$ cat src/rtl/kb_pkg.sv
// Shared definitions for the keyboard scancode bridge.
//   - bus register addresses
//   - bit positions inside the STATUS word
//   - scancode type
package kb_pkg;

  localparam logic KB_ADDR_DATA   = 1'b0;
  localparam logic KB_ADDR_STATUS = 1'b1;

  localparam int unsigned KB_ST_NEMPTY  = 0;
  localparam int unsigned KB_ST_FULL    = 1;
  localparam int unsigned KB_ST_OVF     = 2;
  localparam int unsigned KB_ST_CNT_LSB = 8;

  typedef logic [7:0] kb_scancode_t;

endpackage

$ cat src/rtl/kb_sync_fifo.sv
// Generic single-clock FIFO of scancodes.
// Ports:
//   clk, rst     system clock, synchronous active-low reset
//   push, wdata  write request and data; a push into a full FIFO is taken only
//                if a pop happens in the same cycle
//   pop          read request; ignored while empty
//   rdata        head entry (combinational, valid while !empty)
//   full, empty  occupancy flags
//   count        number of stored entries
module kb_sync_fifo
  import kb_pkg::*;
#(
  parameter int unsigned DEPTH = 8,
  parameter int unsigned CW    = $clog2(DEPTH) + 1
) (
  input  logic         clk,
  input  logic         rst,
  input  logic         push,
  input  kb_scancode_t wdata,
  input  logic         pop,
  output kb_scancode_t rdata,
  output logic         full,
  output logic         empty,
  output logic [CW-1:0] count
);

  localparam int unsigned PW = $clog2(DEPTH);
  localparam logic [CW-1:0] FullCount = CW'(DEPTH);

  kb_scancode_t  mem_q [DEPTH];
  logic [PW-1:0] wptr_q, rptr_q;
  logic [CW-1:0] count_q;
  logic          do_push, do_pop;

  assign empty   = (count_q == '0);
  assign full    = (count_q == FullCount);
  assign do_pop  = pop & ~empty;
  // A full FIFO still accepts a push when the same cycle frees a slot.
  assign do_push = push & (~full | do_pop);

  always_ff @(posedge clk) begin
    if (!rst) begin
      wptr_q  <= '0;
      rptr_q  <= '0;
      count_q <= '0;
    end else begin
      if (do_push) wptr_q <= wptr_q + 1'b1;
      if (do_pop)  rptr_q <= rptr_q + 1'b1;
      unique case ({do_push, do_pop})
        2'b10:   count_q <= count_q + 1'b1;
        2'b01:   count_q <= count_q - 1'b1;
        default: count_q <= count_q;
      endcase
    end
  end

  // Storage is deliberately left out of reset.
  always_ff @(posedge clk) begin
    if (do_push) mem_q[wptr_q] <= wdata;
  end

  assign rdata = mem_q[rptr_q];
  assign count = count_q;

endmodule

$ cat src/rtl/kb_scancode_fifo.sv
// Bridge between the PS/2 receiver and the CPU bus.
// Ports:
//   clk, rst     system clock, synchronous active-low reset
//   kb_data      scancode from the receiver (stable around kb_ready rise)
//   kb_ready     asynchronous strobe, one rising edge per scancode
//   keyboard_cs  bus chip select
//   rd           bus read strobe
//   addr         0 = DATA (pops a byte), 1 = STATUS
//   rdata        registered read data
//   irq          high while scancodes are pending
module kb_scancode_fifo
  import kb_pkg::*;
#(
  parameter int unsigned DEPTH = 8,
  parameter int unsigned CW    = $clog2(DEPTH) + 1
) (
  input  logic         clk,
  input  logic         rst,
  input  kb_scancode_t kb_data,
  input  logic         kb_ready,
  input  logic         keyboard_cs,
  input  logic         rd,
  input  logic         addr,
  output logic [31:0]  rdata,
  output logic         irq
);

  logic          ready_s1, ready_s2, ready_s3;
  logic          push_req, pop_req, rd_access, status_rd, overflow_set;
  logic          overflow_q, overflow_d;
  logic [31:0]   rdata_q, rdata_d, status_word;
  logic          irq_q;
  logic          fifo_full, fifo_empty;
  logic [CW-1:0] fifo_count;
  kb_scancode_t  fifo_head;

  // kb_data is not synchronised: it is held stable long after kb_ready rises.
  assign push_req     = ready_s2 & ~ready_s3;
  assign rd_access    = keyboard_cs & rd;
  assign pop_req      = rd_access & (addr == KB_ADDR_DATA) & ~fifo_empty;
  assign status_rd    = rd_access & (addr == KB_ADDR_STATUS);
  assign overflow_set = push_req & fifo_full & ~pop_req;

  kb_sync_fifo #(
    .DEPTH (DEPTH),
    .CW    (CW)
  ) u_fifo (
    .clk   (clk),
    .rst   (rst),
    .push  (push_req),
    .wdata (kb_data),
    .pop   (pop_req),
    .rdata (fifo_head),
    .full  (fifo_full),
    .empty (fifo_empty),
    .count (fifo_count)
  );

  always_comb begin
    status_word                          = '0;
    status_word[KB_ST_NEMPTY]            = ~fifo_empty;
    status_word[KB_ST_FULL]              = fifo_full;
    status_word[KB_ST_OVF]               = overflow_q;
    status_word[KB_ST_CNT_LSB +: CW]     = fifo_count;
  end

  always_comb begin
    rdata_d    = rdata_q;
    overflow_d = overflow_q;
    if (rd_access) begin
      if (addr == KB_ADDR_DATA) begin
        rdata_d = pop_req ? {24'h0, fifo_head} : 32'h0;
      end else begin
        rdata_d = status_word;
      end
    end
    // A new overflow wins over the clear-on-read.
    if (status_rd)    overflow_d = 1'b0;
    if (overflow_set) overflow_d = 1'b1;
  end

  always_ff @(posedge clk) begin
    if (!rst) begin
      ready_s1   <= 1'b0;
      ready_s2   <= 1'b0;
      ready_s3   <= 1'b0;
      overflow_q <= 1'b0;
      rdata_q    <= '0;
      irq_q      <= 1'b0;
    end else begin
      ready_s1   <= kb_ready;
      ready_s2   <= ready_s1;
      ready_s3   <= ready_s2;
      overflow_q <= overflow_d;
      rdata_q    <= rdata_d;
      irq_q      <= (fifo_count != '0);
    end
  end

  assign rdata = rdata_q;
  assign irq   = irq_q;

endmodule

$ cat config.mk
export PLATFORM = sky130hd
export DESIGN_NAME = kb_scancode_fifo
export DESIGN_NICKNAME = d
export VERILOG_FILES = /design/src/rtl/kb_pkg.sv /design/src/rtl/kb_sync_fifo.sv /design/src/rtl/kb_scancode_fifo.sv
export SDC_FILE = /design/constraint.sdc
export NUM_CORES = 1
export LEC_CHECK = 0
export BUFFER_PORTS_ARGS = -buffer_cell sky130_fd_sc_hd__buf_4
export CAP_MARGIN = 30
export CORE_AREA = 2 2 86 88
export DETAILED_ROUTE_END_ITERATION = 6
export DIE_AREA = 0 0 88 90
export MAX_ROUTING_LAYER = met4
export PLACE_DENSITY = 0.77
export SLEW_MARGIN = 20
export SYNTH_ARGS = -nofsm -noshare
export SYNTH_HDL_FRONTEND = slang
export SYNTH_SLANG_ARGS = --single-unit
$ cat constraint.sdc
create_clock -name clk -period 2.7 [get_ports clk]
set_clock_uncertainty 0.05 [all_clocks]
set_input_delay 0.54 -clock clk [delete_from_list [all_inputs] [get_ports clk]]
set_output_delay 0.54 -clock clk [all_outputs]
set_load 0.02 [all_outputs]
Yosys cells after proc, flatten, opt, wreduce, memory -nomap -nowiden

Memories as Yosys holds them, arrays and structs flattened. A register that Yosys moved wholly into a read port is not among the register bits.
Index checks and enable logic that the tools add are counted.

Register bits: 47
Memory bits (writable): 64
Output and inout port bits: 33
Memories: 1

Add/subtract/negate cells: 4
Equality and inequality tests: 3
Mux-type cells: 9
Bitwise operators: 15
Reduce and logical (&&, ||, !) cells: 4

Memories:

| memory       | words | width | read ports | clocked after Yosys merged registers in | wr ports | RTL line           | source |
|---|---|---|---|---|---|---|---|
| u_fifo.mem_q | 8     | 8     | 1          | 1                                       | 1        | kb_sync_fifo.sv:30 | `kb_scancode_t mem_q [DEPTH];` |

Operators with widths:

| operator              | count |
|---|---|
| $mux W12              | 1 |
| $and A1 B1 Y1         | 9 |
| $mux W8               | 1 |
| $pmux W4 S2           | 1 |
| $add A3 B1 Y3 const B | 2 |
| $mux W3               | 2 |
| $not A1 Y1            | 5 |
| $add A4 B1 Y4 const B | 1 |
| $eq A4 B4 Y1 const B  | 1 |
| $logic_not A4 Y1      | 1 |
| $mux W1               | 4 |
| $reduce_bool A2 Y1    | 2 |
| $reduce_bool A4 Y1    | 1 |
| $sub A4 B1 Y4 const B | 1 |
| $eq A2 B1 Y1 const B  | 1 |
| $eq A2 B2 Y1 const B  | 1 |
| $or A1 B1 Y1          | 1 |

Depth between registers and ports, before layout

Depth after elaboration: 8
Gate-level depth with buffers: 8

Hierarchy

Synthesis repeated with hierarchy kept, for this count alone.

Cell total of the unflattened synthesis: 265
Area total of the unflattened synthesis: 4072.7 sq um

By module, submodules not included:

| module           | instances | cells an instance | area an instance (sq um) | sequential area each (sq um) |
|---|---|---|---|---|
| kb_sync_fifo     | 1         | 176               | 3204.3                   | 2182.1 |
| kb_scancode_fifo | 1         | 89                | 868.3                    | 340.3 |

Worst setup path after synthesis

Ideal clock, no wire load.

Path type: input to register
Start point: in addr
End point: mem u_fifo.mem_q[0][0] (netlist bit), enable pin
Setup time: 0.395 ns
Arrival: 1.892 ns
Required time: 2.255 ns
Path slack: 0.364 ns
Cell stages on the path: 4
Path buffers: 1
Path through: and3b_1 -> buf_2 -> o21ai_4 -> nor4_1

Longest elaborated chain between the ends: 8

Ends and longest elaborated chain:

| what                          | RTL line               | source |
|---|---|---|
| from (decl)                   | kb_scancode_fifo.sv:23 | `input logic addr,` |
| $not A1 Y1                    | --                     |  |
| $and A1 B1 Y1 (2 in a row)    | kb_scancode_fifo.sv:40 | `assign pop_req = rd_access & (addr == KB_ADDR_DATA) & ~fifo_empty;` |
| $and A1 B1 Y1                 | kb_sync_fifo.sv:37     | `assign do_pop = pop & ~empty;` |
| $or A1 B1 Y1                  | kb_sync_fifo.sv:39     | `assign do_push = push & (~full \| do_pop);` |
| $and A1 B1 Y1                 | kb_sync_fifo.sv:39     |  |
| $mux W1                       | kb_sync_fifo.sv:59     | `if (do_push) mem_q[wptr_q] <= wdata;` |
| $mux W1 (not written as such) | kb_sync_fifo.sv:59     |  |
| to (decl)                     | kb_sync_fifo.sv:30     |  |

Every way passes these cells.

Worst setup path after layout

Start point: reg u_fifo.count_q[0], in the netlist u_fifo.count[0]
End point: reg u_fifo.count_q[2], in the netlist u_fifo.count[2]

Longest elaborated chain between the ends: 8

Ends and longest elaborated chain:

| what                                              | RTL line                                   | source |
|---|---|---|
| from (decl)                                       | kb_sync_fifo.sv:32                         | `logic [CW-1:0] count_q;` |
| from (signal assigned)                            | kb_sync_fifo.sv:50                         | `2'b10: count_q <= count_q + 1'b1;` |
| from (signal assigned)                            | kb_sync_fifo.sv:51                         | `2'b01: count_q <= count_q - 1'b1;` |
| from (signal assigned)                            | kb_sync_fifo.sv:52                         | `default: count_q <= count_q;` |
| $logic_not A4 Y1                                  | kb_sync_fifo.sv:35                         | `assign empty = (count_q == '0);` |
| $not A1 Y1                                        | kb_sync_fifo.sv:37, kb_scancode_fifo.sv:40 |  |
| $and A1 B1 Y1                                     | kb_scancode_fifo.sv:40                     |  |
| $and A1 B1 Y1                                     | kb_sync_fifo.sv:37                         |  |
| $or A1 B1 Y1                                      | kb_sync_fifo.sv:39                         |  |
| $and A1 B1 Y1                                     | kb_sync_fifo.sv:39                         |  |
| $eq A2 B1 Y1 or $eq A2 B2 Y1 (tied branches)      | kb_sync_fifo.sv:49                         | `unique case ({do_push, do_pop})` |
| $pmux W4 S2 or $reduce_bool A2 Y1 (tied branches) | --                                         |  |

Several ways; a longest one is shown, not always the timed one.
A chain may end at the register's enable or synchronous reset.

==> impl_metrics.ini <==
[status]
outcome = finished, final reports clean

[drt]
drt_wl_total_um = 6660
post-route-drc-count = 0
via_per_inst = 5.31
drtPass1Iterations = 4
vias = 2165
drt_iter0_drc = 112
wl_per_cell_um = 16.3
ant_nets = 0

[floorplanning]
rows = 31
die_w_um = 88
num_io_pins = 47
core_area_um2 = 7020
die_area_um2 = 7920
start_util_pct = 55.1
die_y_um = 90

[logic_synthesis]
avgSynthCellArea_um2 = 14.8
synth_enable_flop_cells = 64
ys_async_sr_fraction_pct = 0
syn_area_um2 = 3860
seq_area_frac_synth_pct = 65.3
synthCells = 261
yosysWarningCount = 0
synth_seq_cells = 94
ys.flop_type = edfxtp_1
ys_types = 39

[finish]
final_common_cell = edfxtp_1
layout_common_cells = edfxtp_1, buf_4, dfxtp_1, nand2_1, conb_1
nets = 321
drive_gt1_share_pct = 29.8
syn_to_final_growth_pct = 13.1
antenna_cells = 0

[timing]
hold_viol = 0
timing.final.crit_share_pct = 78.6
rsz0062_at_grt = false
finalSetupViolCount = 0
fmax_mhz = 471
period_minus_slack_ns = 2.12
slew-limit-headroom_pct = 47.1
slew_violations = 0
worst_pin_slew_ns = 0.792
tns_ns = 0

[power_and_ir_drop]
combPwrFrac_pct = 5.2
powerDensity_nw_per_um2 = 587
switching_share_pct = 24.0
seq_power_share_pct = 60.6
power.leakage_nw = 1.57
power.switching_uw = 617
power_mw = 2.57
clockPowerShare_pct = 34.2
ir_worst_vdd_v = 0.000346
internal_power_mw = 1.95

[grt]
grt_pass1_vias = 2154
grt_antenna_before_repair = 0
grt_overflow = 0
grt_pass1_wl_um = 10800
grt_max_degree = 19
grt.total_usage_pct = 19.1

[cts]
clk_path_buf_depth = 2
h-tree-depth = 3
numCtsBuffers = 9
clock_latency_ns = 0.36
cts_tree = done
path_clk_slew_ns = 0.10
post_cts_resized = 0
postCtsHoldBufs = 0
cts_root_buf = clkbuf_8
clock_sinks = 94
cts_setup_buffers = 0

[placed_design]
gp_congestion = 0.853
io_buffers = 26
dpl.hpwl_um = 4640

[setup_path]
cp_max_fo = 9
cp-start-kind = flop
end_kind = flop
worstPathRequired_ns = 2.91
crit_arrival_ns = 2.33
path_class = flop to flop

[min_path]
holdCritPathClass = primary input to flop

[flow_run]
max_cap_violations = 0
registers in the layout, summed over array words and instances (netlist names), named ones only:
| signal | count |
|---|---|
| ready_s3 | 1 |
| u_fifo.mem_q | 64 |
| u_fifo.rptr_q | 3 |
| ready_s2 | 1 |
| overflow_q | 1 |
| u_fifo.wptr_q | 3 |
| irq | 1 |
| ready_s1 | 1 |
| rdata | 12 |
| u_fifo.count | 4 |
area by class of cell:
class | count | area [µm²]
clock buffers | 9 | 124
clock inverters | 7 | 67.6
fillers | 523 | 2650
inverters | 1 | 3.75
multi-input cells | 153 | 1190
flip-flops and latches | 94 | 2520
well taps | 99 | 124
repair buffers | 45 | 338
power groups by stage:
| stage | sequential [mW] | clock (mW) | combinational [mW] |
|---|---|---|---|
| finish | 1.56 | 0.878 | 0.134 |
| global route | 1.56 | 0.960 | 0.148 |
| CTS | 1.56 | 0.902 | 0.135 |
| detailed placement | 1.59 | 0 | 0.135 |
| global placement | 1.59 | 0 | 0.131 |
| floorplan | 1.59 | 0 | 0.106 |
stage by stage:
step | setup WS, ns | hold slack (ns) | std cells | cell area (µm²) | utilization (%)
2_1_floorplan | 0.364 | 0.362 | 280 | 3940 | -
3_3_place_gp | 0.457 | 0.376 | 392 | 4180 | 59.6
3_5_place_dp | 0.431 | 0.373 | 392 | 4180 | 59.6
4_1_cts | 0.578 | 0.330 | 408 | 4370 | 62.3
5_1_grt | 0.451 | 0.337 | 408 | 4370 | 62.3
6_report | 0.578 | 0.336 | 408 | 4370 | 62.3
synth_stat cells, types with 2 or more instances:
master    instances  area [µm²]
dfxtp_1          30         601
mux4_2           16         360
mux2i_1           6        60.1
a21oi_1           8        40.0
and2_1            4        25.0
nand3_1           7        35.0
buf_6             2        22.5
nand2b_1          5        31.3
clkbuf_1          5        18.8
nor3_1            9        45.0
nor2_1           17        63.8
nand2_1          25        93.8
a22oi_2           7        87.6
o21ai_1           2        10.0
edfxtp_1         64        1920
o21ai_0           2        10.0
ha_1              3        37.5
buf_2             5        25.0
and3_1            2        12.5
xnor2_1           2        17.5
xor2_1            3        26.3
buf_4            20         150
critical path: stages, from the launching register on:
cell and delay, ns:
dfxtp_1 0.41, or4_4 0.58, and3_1 0.22, xor2_1 0.15, ha_1 0.20, nor3_1 0.17
a32oi_1 0.09, mux2i_1 0.15
cell families after synthesis:
group | Yosys count | share of synthesized area (%)
muxes | 22 | 10.9
adders and majority gates | 3 | 0.971
AOI/OAI and AO/OA | 26 | 5.70
and+or+nand+nor | 77 | 10.3
xor gates and xnor gates | 5 | 1.13
buffers and inverters | 33 | 5.70
DFF | 94 | 65.3
other | 1 | 0.0970
per-layer routing:
| metal | track usage [%] | wire length (µm) | vias up |
|---|---|---|---|
| li1 | - | - | 1022 |
| met2 | 29.7 | 3330 | 61 |
| met3 | 3.86 | 392 | 11 |
| met4 | 8.97 | 132 | 0 |
| met1 | 23.9 | 2810 | 1071 |
| met5 | - | 0 | - |
final timing paths:
| path | from | to | slack, ns | cells past startpoint |
|---|---|---|---|---|
| max | u_fifo.count[0] | u_fifo.count[2] | 0.58 | 7 |
| min reg2reg | ready_s1 | ready_s2 | 0.38 | 1 |
| min | kb_data[6] | u_fifo.mem_q[4][6] | 0.34 | 1 |
| max reg2reg | u_fifo.count[0] | u_fifo.count[2] | 0.58 | 7 |
Power figures use the tool's default switching activity.
